$ cat src/rtl/game_pkg.sv
// +--------------------------------------------------------------------------+
// | game_pkg : shared FSM encoding, level brick patterns and key codes         |
// | Revision : 1.0                                                             |
// +--------------------------------------------------------------------------+
`default_nettype none

package game_pkg;

   typedef enum logic [1:0] {
      ST_IDLE        = 2'd0,
      ST_PLAY        = 2'd1,
      ST_LEVEL_CLEAR = 2'd2,
      ST_GAME_OVER   = 2'd3
   } game_state_t;

   localparam logic [7:0] KEY_SPACE = 8'h2C;

   // Level index wraps through four layouts; level 0 is a full wall.
   localparam logic [31:0] LEVEL_PATTERN [0:3] = '{
      32'hFFFF_FFFF,
      32'hAAAA_5555,
      32'h0F0F_F0F0,
      32'h3C3C_C3C3
   };

   function automatic logic [2:0] level_inc(input logic [2:0] lvl);
      return (lvl == 3'd7) ? 3'd7 : lvl + 3'd1;
   endfunction

endpackage

`default_nettype wire

$ cat src/rtl/game_ctrl_popcount32.sv
// +--------------------------------------------------------------------------+
// | popcount32 : combinational 32-bit population count                         |
// | Revision   : 1.0                                                           |
// +--------------------------------------------------------------------------+
`default_nettype none

module popcount32 (
   input  logic [31:0] bits,
   output logic [5:0]  count
);

   always_comb begin
      count = 6'd0;
      for (int i = 0; i < 32; i++) begin
         count = count + {5'd0, bits[i]};
      end
   end

endmodule

`default_nettype wire

$ cat src/rtl/game_ctrl.sv
// +--------------------------------------------------------------------------+
// | game_ctrl : breakout game flow - score, lives, levels and level reloads    |
// | Revision  : 1.0                                                            |
// +--------------------------------------------------------------------------+
`default_nettype none

module game_ctrl
   import game_pkg::*;
#(
   parameter int START_LIVES      = 3,
   parameter int POINTS_PER_BLOCK = 10,
   parameter int CLEAR_DELAY      = 60,
   parameter int SCORE_MAX        = 9999
) (
   input  logic        frame_clk,
   input  logic        Reset,
   input  logic [7:0]  keycode,
   input  logic [31:0] Blocks,
   input  logic        Bar_Reset,
   output logic [31:0] Block_Array,
   output logic        Level_Load,
   output logic [13:0] Score,
   output logic [2:0]  Lives,
   output logic [2:0]  Level,
   output logic [1:0]  Game_State
);

   localparam int DELAY_W = (CLEAR_DELAY < 2) ? 1 : $clog2(CLEAR_DELAY + 1);

   game_state_t        r_state;
   logic [31:0]        r_prev_blocks;
   logic               r_bar_d;
   logic               r_arm;
   logic [DELAY_W-1:0] r_delay;

   logic [5:0]         w_count;
   logic [31:0]        w_sum;
   logic [13:0]        w_score_next;
   logic               w_space;
   logic               w_start;
   logic               w_life_lost;
   logic               w_eval;

   popcount32 u_popcount (
      .bits  (r_prev_blocks & ~Blocks),
      .count (w_count)
   );

   assign Block_Array = LEVEL_PATTERN[Level[1:0]];
   assign Game_State  = r_state;

   // Wide sum so a large brick count near the ceiling saturates instead of wrapping.
   assign w_sum        = {18'd0, Score} + 32'(w_count) * 32'(POINTS_PER_BLOCK);
   assign w_score_next = (w_sum > 32'(SCORE_MAX)) ? 14'(SCORE_MAX) : w_sum[13:0];

   assign w_space     = (keycode == KEY_SPACE);
   assign w_start     = w_space && ((r_state == ST_IDLE) ||
                                    ((r_state == ST_GAME_OVER) && r_arm));
   assign w_life_lost = (r_state == ST_PLAY) && Bar_Reset && !r_bar_d;
   // Blocks is stale during a load frame, so scoring and clear detection skip it.
   assign w_eval      = (r_state == ST_PLAY) && !Level_Load;

   always_ff @(posedge frame_clk or posedge Reset) begin
      if (Reset) begin
         r_state       <= ST_IDLE;
         Score         <= 14'd0;
         Lives         <= 3'(START_LIVES);
         Level         <= 3'd0;
         Level_Load    <= 1'b1;
         r_delay       <= '0;
         r_prev_blocks <= LEVEL_PATTERN[0];
         r_bar_d       <= 1'b1;
         r_arm         <= 1'b0;
      end else begin
         Level_Load <= 1'b0;

         if (Level_Load) begin
            r_prev_blocks <= Block_Array;
            r_bar_d       <= 1'b0;
         end else begin
            if (r_state == ST_PLAY) begin
               r_prev_blocks <= Blocks;
            end
            r_bar_d <= Bar_Reset;
         end

         if (w_start) begin
            r_state    <= ST_PLAY;
            Score      <= 14'd0;
            Lives      <= 3'(START_LIVES);
            Level      <= 3'd0;
            Level_Load <= 1'b1;
            r_arm      <= 1'b0;
         end else begin
            case (r_state)
               ST_PLAY: begin
                  if (w_eval) begin
                     Score <= w_score_next;
                  end
                  // Clearing the wall takes priority over a simultaneous lost ball.
                  if (w_eval && (Blocks == 32'd0)) begin
                     r_state <= ST_LEVEL_CLEAR;
                     r_delay <= DELAY_W'(CLEAR_DELAY);
                  end else if (w_life_lost) begin
                     if (Lives > 3'd1) begin
                        Lives <= Lives - 3'd1;
                     end else begin
                        Lives   <= 3'd0;
                        r_state <= ST_GAME_OVER;
                        r_arm   <= 1'b0;
                     end
                  end
               end
               ST_LEVEL_CLEAR: begin
                  if (r_delay <= DELAY_W'(1)) begin
                     r_delay    <= '0;
                     r_state    <= ST_PLAY;
                     Level      <= level_inc(Level);
                     Level_Load <= 1'b1;
                  end else begin
                     r_delay <= r_delay - DELAY_W'(1);
                  end
               end
               ST_GAME_OVER: begin
                  if (!w_space) begin
                     r_arm <= 1'b1;
                  end
               end
               default: begin
               end
            endcase
         end
      end
   end

endmodule

`default_nettype wire

$ cat config.mk
export PLATFORM = sky130hd
export DESIGN_NAME = game_ctrl
export DESIGN_NICKNAME = d
export VERILOG_FILES = /design/src/rtl/game_pkg.sv /design/src/rtl/game_ctrl_popcount32.sv /design/src/rtl/game_ctrl.sv
export SDC_FILE = /design/constraint.sdc
export NUM_CORES = 1
export LEC_CHECK = 0
export CORE_UTILIZATION = 50
export CTS_BUF_LIST = sky130_fd_sc_hd__clkbuf_8
export CTS_CLUSTER_DIAMETER = 200
export CTS_CLUSTER_SIZE = 24
export DETAILED_ROUTE_END_ITERATION = 10
export PLACE_DENSITY_LB_ADDON = 0.15
export SYNTH_ARGS = -nofsm -noshare
export SYNTH_HDL_FRONTEND = slang
export SYNTH_SLANG_ARGS = --single-unit
$ cat constraint.sdc
create_clock -name frame_clk -period 10.3 [get_ports frame_clk]
set_clock_uncertainty 0.15 [all_clocks]
set_input_delay 2.06 -clock frame_clk [delete_from_list [all_inputs] [get_ports frame_clk]]
set_output_delay 2.06 -clock frame_clk [all_outputs]
set_load 0.01 [all_outputs]
==> reports/summary.md, run 1 <==
The flow ran to the end, and the final reports show no timing, DRC or antenna violations. The count of nets left with antenna violations once routing finished came out at 0. The final-report setup violation count is 0, and the detailed-route wire length per cell is 16.3 um. The slowest stage of the critical path belongs to the cell sky130_fd_sc_hd__fa_1.

The count of mapped cells out of synthesis is 576. For met1 alone, demand over resource in global routing was 34.5%. From synthesis to final layout, the design area changed by 29.2%. The repair_antennas step left the layout with diodes totalling 0. The remaining global-route overflow is 0, and the number of register bits inferred by synthesis is 63. In this run the tightest slew margin relative to its limit is 33.4%. Proportion of synthesized flip-flops having asynchronous set or reset: 100%.

Grouping stages by cell kind, the critical path spends the most delay in adder cells. The worst hold-check path type was reg -> reg. For the pin with the worst max-slew slack, the measured transition is 995 ps. The critical path is of the in -> reg type. The number of antenna violations at the first check in global routing came out at 0. The cell that appears most often on the critical path is sky130_fd_sc_hd__fa_1. The synthesized design contains 0 enable-type register cells. Counting I/O delays and the setup requirement, the final critical path takes 9930 ps. For the Yosys warning count, the log shows 0. Wire length of the first global-routing pass: 22300 um. Based on the critical path, the design can be clocked at up to 101 MHz.

The maximum number of pins on one net before global-route repair was 64. For the half-perimeter wire length of the detailed placement result, the log shows 10100 um. The area of the die is 11100 um^2. The hold buffer count at CTS came out at 0. The floorplan row count was 37; the final net count was 797. After clock tree synthesis, the clock-pin slew on the worst setup and hold paths is 70 ps. Once the floorplan was initialized, standard cells occupied 51.8% of the core. The tools report the final RePlAce weighted congestion as 0.824. TritonCTS built the clock tree. Using the TritonRoute via totals, the vias-per-cell ratio works out to 5.52. The commonest register cell after synthesis was sky130_fd_sc_hd__dfstp_2. The DRC violations left came out at 0. Summed over all layers, the routed wires come to 13500 um. Met3 layer usage reported by global route: 4.58%. The startpoint type of the worst setup path is an input port. The die is 105 um wide. Category of the worst setup path capture point: a register. The per-instance average area after synthesis was 9.28 um^2.

The final number of max-transition violations was 0; the post-synthesis sequential area ratio was 30.3%. The number of global-route vias before repair came out at 4616. The layer with the highest usage after global routing is met2.

The number of library cell types mapped by synthesis was 64; the floorplan die height was 105 um. The tools report the H-tree depth as 3. On the worst path, the slowest cell contributes a delay of 540 ps.

The tools report the data arrival time at the worst-slack endpoint as 10050 ps. The later pin in the worst-skew pair is clocked with a latency of 350 ps. The logs give 10420 ps for the required arrival time at the worst endpoint and 4565 for the total number of vias. The total routing resource utilization after global routing was 25.5%.

Counting both buffers and inverters, the worst setup path holds a total of 5. In this run, the number of DRC markers left after iteration 0 of detailed routing was 252. The number of buffer cells added on primary ports came out at 93.

Across the run, the number of max-cap violations was 0. The tree is rooted in a sky130_fd_sc_hd__clkbuf_8. The cell area that synthesis handed to floorplanning was 5340 um^2. Counting the buffers created by CTS gives 9. The run gives 4 as the number of search-and-repair iterations in the first detailed-routing pass. After routing, the total negative slack on setup checks comes to 0 ps. The maximum fanout along the worst path is 7, and the number of placed I/O pins is 98.

No sink is reached through more buffers than the 2 on the longest clock path. The core region is 10300 um^2. The number of sinks on the clock net was 63.

The final critical path takes up 96.4% of the cycle. For the met2 track demand over resource, the log shows 40.6%. The fraction of final layout cells with drive strength greater than 1 works out to 21.0%.

The total count of hold-check failures in the final report is 0.
## per-layer routing
metal  up-vias  share of wire, %  routed length (um)
met5         -                 0                   0
met4         0               2.2                 301
met3        26               6.4                 860
met2       154                47                6270
met1      2194                45                6020
li1       2191                 -                   -
## layout by cell type, fill, tap and decap left out, drive strengths merged, types with 7 or more instances in the layout
cell	Yosys	layout
a211oi	25	25
a21oi	60	60
buf	32	52
clkbuf	17	9
clkdlybuf4s50	0	93
dfrtp	27	27
dfstp	36	36
fa	26	26
ha	42	42
inv	58	59
mux2i	14	14
nand2	24	24
nand2b	23	23
nand3	7	7
nand4	8	8
nor2	23	23
nor2b	44	44
nor4	10	10
o21a	7	7
o21ai	23	23
xnor2	10	10
## cell usage after synthesis, types with 2 or more instances
master | number | area [um^2]
sky130_fd_sc_hd__nand3_1 | 7 | 35.0
sky130_fd_sc_hd__or2_2 | 3 | 18.8
sky130_fd_sc_hd__xnor2_1 | 10 | 87.6
sky130_fd_sc_hd__ha_1 | 42 | 526
sky130_fd_sc_hd__nand4_1 | 7 | 43.8
sky130_fd_sc_hd__or4_1 | 2 | 15.0
sky130_fd_sc_hd__nor3_1 | 5 | 25.0
sky130_fd_sc_hd__fa_1 | 26 | 521
sky130_fd_sc_hd__o31ai_1 | 3 | 22.5
sky130_fd_sc_hd__a211oi_1 | 24 | 180
sky130_fd_sc_hd__a21oi_1 | 59 | 295
sky130_fd_sc_hd__nor4_1 | 8 | 50.1
sky130_fd_sc_hd__buf_4 | 28 | 210
sky130_fd_sc_hd__o221a_1 | 2 | 22.5
sky130_fd_sc_hd__o21ai_0 | 19 | 95.1
sky130_fd_sc_hd__o21ai_1 | 4 | 20.0
sky130_fd_sc_hd__a21o_1 | 5 | 37.5
sky130_fd_sc_hd__clkbuf_1 | 17 | 63.8
sky130_fd_sc_hd__inv_1 | 57 | 214
sky130_fd_sc_hd__dfstp_2 | 36 | 946
sky130_fd_sc_hd__buf_2 | 2 | 10.0
sky130_fd_sc_hd__a22o_1 | 3 | 26.3
sky130_fd_sc_hd__o2111ai_1 | 2 | 17.5
sky130_fd_sc_hd__a31oi_1 | 2 | 12.5
sky130_fd_sc_hd__mux2i_1 | 14 | 140
sky130_fd_sc_hd__nand2_1 | 24 | 90.1
sky130_fd_sc_hd__xor2_1 | 5 | 43.8
sky130_fd_sc_hd__nor2_1 | 23 | 86.3
sky130_fd_sc_hd__a41oi_1 | 3 | 26.3
sky130_fd_sc_hd__a31oi_2 | 2 | 25.0
sky130_fd_sc_hd__o21a_1 | 7 | 52.6
sky130_fd_sc_hd__nor2b_1 | 43 | 269
sky130_fd_sc_hd__nand2b_1 | 22 | 138
sky130_fd_sc_hd__dfrtp_1 | 27 | 676
sky130_fd_sc_hd__nor4_2 | 2 | 25.0
sky130_fd_sc_hd__o211ai_1 | 3 | 22.5
## path summary, 6_finish.rpt
check / from / to / slack (ps) / depth (start not counted)
setup / recovery: Blocks[0] / Score[3] / 370 / 31
hold / removal: Score[0] / Score[0] / 380 / 1
setup reg to reg: r_prev_blocks[0] / Score[3] / 2020 / 30
hold reg to reg: Score[0] / Score[0] / 380 / 1
max in group asynchronous: Reset / Game_State[1] / 7350 / 3
min in group asynchronous: Reset / Score[9] / 2100 / 3
## per-stage QoR
stage / instances / utilization (%) / instance area, um^2 / setup WS (ps) / hold slack (ps)
after CTS: 825 / 65.9 / 6800 / 59.4 / 386
after global routing: 827 / 66.9 / 6910 / -8.51 / 393
final: 827 / 66.9 / 6910 / 367 / 378
after global placement: 807 / 63.2 / 6520 / -339 / 362
after floorplan: 579 / - / 5360 / 445 / 352
after detailed placement: 807 / 63.2 / 6520 / -519 / 370
## registers in the layout, indices dropped and copies added (netlist names)
register,cells
Level_Load,1
Level,3
Lives,3
r_bar_d,1
r_arm,1
Game_State,2
Score,14
r_delay,6
r_prev_blocks,32
## repair_timing
action,in CTS,in global routing
setup endpoints to repair,11,13
buffers inserted,2,2
gates cloned,0,0
pin swaps,12,28
gates resized for setup,9,23
endpoints found under the hold margin,0,0
## final cells by class
cell class,count,area (um^2)
fill,846,3420
multi-input combinational,409,3350
sequential,63,1620
timing repair buffer,145,1330
inverter,58,218
tap,136,170
clock buffer,9,124
clock inverter,7,88.8
## cell families (layout without fill, tap and decap cells)
kind of cell | count (synthesis) | count (layout) | share of synthesized area (%)
and+or+nand+nor | 157 | 157 | 16.6
AOI/OAI and AO/OA | 151 | 151 | 18.7
adders and majority gates | 68 | 68 | 19.6
xor gates and xnor gates | 15 | 15 | 2.46
muxes | 14 | 14 | 2.62
buffers and inverters | 107 | 219 | 9.67
other | 1 | 4 | 0.0702
DFF | 63 | 63 | 30.3
Power of run 1 is left out: the tool's default activity adds up to more than one toggle a clock period on the data nets, which glitch-free logic cannot reach.
==> run 2, diff against run 1 <==
RECOVER_POWER = 50   (was default)
REMOVE_ABC_BUFFERS = 1   (was default)
==> reports/summary.md, run 2 (synthesis results as in run 1) <==
For the H-tree depth, the log shows 3 (unchanged). The flow ran to the end, but the final reports show violations. For the half-perimeter wire length of the detailed placement result, the log shows 9760 um (-3.2%). The number of buffer cells added on primary ports was 93 (unchanged); the required arrival time at the worst endpoint was 10320 ps (-100 ps). The shortest clock period the worst path allows after layout came out at 10010 ps (+76.9 ps). The number of global-route vias before repair was 4572 (-0.95%); the starting density of the core was 51.8% (unchanged).

TritonCTS built the clock tree. The root buffer cell is sky130_fd_sc_hd__clkbuf_8. Start point of the worst min-delay path: Score[0]. Total routing resource utilization after global routing: 24.6% (-0.86 points).

For the DRC violations left, the log shows 0 (unchanged). The maximum fanout along the worst path came out at 7 (unchanged). The insertion delay of the later-clocked pin in the worst-skew pair is 330 ps (-20 ps). The final RePlAce weighted congestion was 0.808 (-1.8%). The fraction of final layout cells with drive strength greater than 1 is 21.6% (+0.57 points). STA classifies the critical path startpoint as an input port. The logs give 10030 ps (-20 ps) for the data arrival time at the worst-slack endpoint and 37 (unchanged) for the floorplan row count. The final period utilization is 97.2% (+0.75 points).

The relative slew slack was -128% (-160 points). The run gives 2 (unchanged) as the clock tree buffer depth. For the number of routed nets with antenna violations, the log shows 0 (unchanged).

The tools report the remaining global-route overflow as 0 (unchanged). The worst slack at placement came out at -547 ps (-28.5 ps). The slack of the worst reg-to-reg path came out at 1910 ps (-110 ps). The run gives 177 (-30%) as the first-iteration detailed-routing DRC count.

The register with the most flip-flops was r_prev_blocks. The run gives 0 ps (unchanged) as the setup TNS. Tracing the worst setup path back leads to its startpoint at Blocks[4]. In the layout the commonest cells are sky130_fd_sc_hd__clkdlybuf4s50_1, sky130_fd_sc_hd__inv_1, sky130_fd_sc_hd__buf_4, sky130_fd_sc_hd__a21oi_1, sky130_fd_sc_hd__nor2b_1.

The maximum number of pins on one net before global-route repair is 64 (unchanged). CTS clock-pin slew for the worst setup and hold paths: 60 ps (about the same). For the total number of vias, the log shows 4529 (-0.79%).

The category of the worst setup path capture point was a register. The master of the slowest instance on the critical path is sky130_fd_sc_hd__dlygate4sd3_1. Die boundary width: 105 um (unchanged). The via density per instance was 5.44 (-1.4%). The clock buffer count from CTS was 9 (unchanged); the transition time at the pin with the least slew margin was 3420 ps (+2420 ps). The layout overhead on the synthesized area came out at 29.2% (about the same). The checks that failed: capacitance limit, slew limit.

The area of the core came out at 10300 um^2 (unchanged). Number of antenna violations at the first check in global routing: 1 (+1). The worst hold slack was 377 ps (-0.404 ps).

In this run the worst hold path is classified as reg -> reg. The total wire length after detailed routing was 13000 um (-3.1%); the number of search-and-repair iterations in the first detailed-routing pass was 5 (+1). The number of sinks on the clock net was 63 (unchanged); the max-cap violation count was 1 (+1). Number of placed I/O pins: 98 (unchanged). The largest registers in the layout are r_prev_blocks: 32 flops, Score: 14 flops, r_delay: 6 flops.

The critical path is of the in -> reg type. The tools report the final net count as 803 (+0.75%). The final number of max-transition violations is 64 (+64).

Number of stages on the worst hold path: 1 (unchanged). The tools report the worst hold path endpoint as Score[0]. The tools report the wire length of the first global-routing pass as 21900 um (-1.8%). In this design, the critical path's most frequently occurring cell is sky130_fd_sc_hd__fa_1. The run gives 290 ps (-76.9 ps) as the setup slack after layout. In this run the critical register-to-register path is launched from r_prev_blocks[0].

The instance count after placement with tap cells included came out at 810 (+0.37%). Maximum frequency from static timing analysis: 99.9 MHz (-0.77%). The number of antenna cells inserted is 0 (unchanged), and the delay of the slowest cell on the worst path is 570 ps (+30 ps). The tools report the area of the die as 11100 um^2 (unchanged). The detailed-route wire length per cell was 15.7 um (-3.7%); the total count of hold-check failures in the final report was 0 (unchanged). The flip-flop count of the largest register, all copies and words added works out to 32 (unchanged). Leaving out fill and tap cells, the most frequent cell in the layout is sky130_fd_sc_hd__clkdlybuf4s50_1.

The tools report the end of the worst register-to-register path as Score[4]. The floorplan die height was 105 um (unchanged). The path depth of the worst reg2reg path came out at 33 (+10%). The final-report setup violation count came out at 0 (unchanged).

The number of standard cells in the layout, taps in and fillers out is 832 (+0.60%).
[run 2: worst max path at each step]
stage / to / slack [ps] / depth (start not counted)
final: Score[4] / 290 / 32
after global routing: Score[4] / -30 / 34
after CTS: Score[0] / 0.5 / 32
after detailed placement: Score[1] / -550 / 31
after global placement: Score[1] / -370 / 31
after floorplan: Score[1] / 260 / 31
[run 2: cell type report]
class,count,area [um^2]
clock buffer,11,151
clock inverter,4,16.3
fill,840,3420
inverter,58,218
multi-input combinational,409,3370
sequential,63,1620
tap,136,170
timing repair buffer,151,1360
[run 2: worst max-delay path: cells and delay by family]
kind	cells	cell delay, ps
and+or+nand+nor	7	1460
AOI/OAI and AO/OA	8	1100
adders and majority gates	11	4400
xor gates and xnor gates	1	140
buffers and inverters	5	840
[run 2: timing repair]
action,CTS,global route
buffers inserted,3,4
hold buffers,0,0
setup endpoints to repair,11,14
gates resized for setup,8,27
pin swaps,14,31
[run 2: layer usage]
metal,up-vias,share of wire [%],wire (um),track usage (%)
met1,2223,45,5870,33.2
met2,103,50,6540,41.2
met3,12,3.9,512,3.71
met5,-,0.10,13,0
met4,2,0.79,103,6.64
li1,2189,-,-,-
[run 2: through the flow]
step | instance area, um^2 | utilization [%]
6_report | 6900 | 66.9
5_1_grt | 6900 | 66.9
4_1_cts | 6780 | 65.7
3_5_place_dp | 6540 | 63.4
3_3_place_gp | 6540 | 63.4
2_1_floorplan | 5060 | -
Power of run 2 is left out for the same reason.
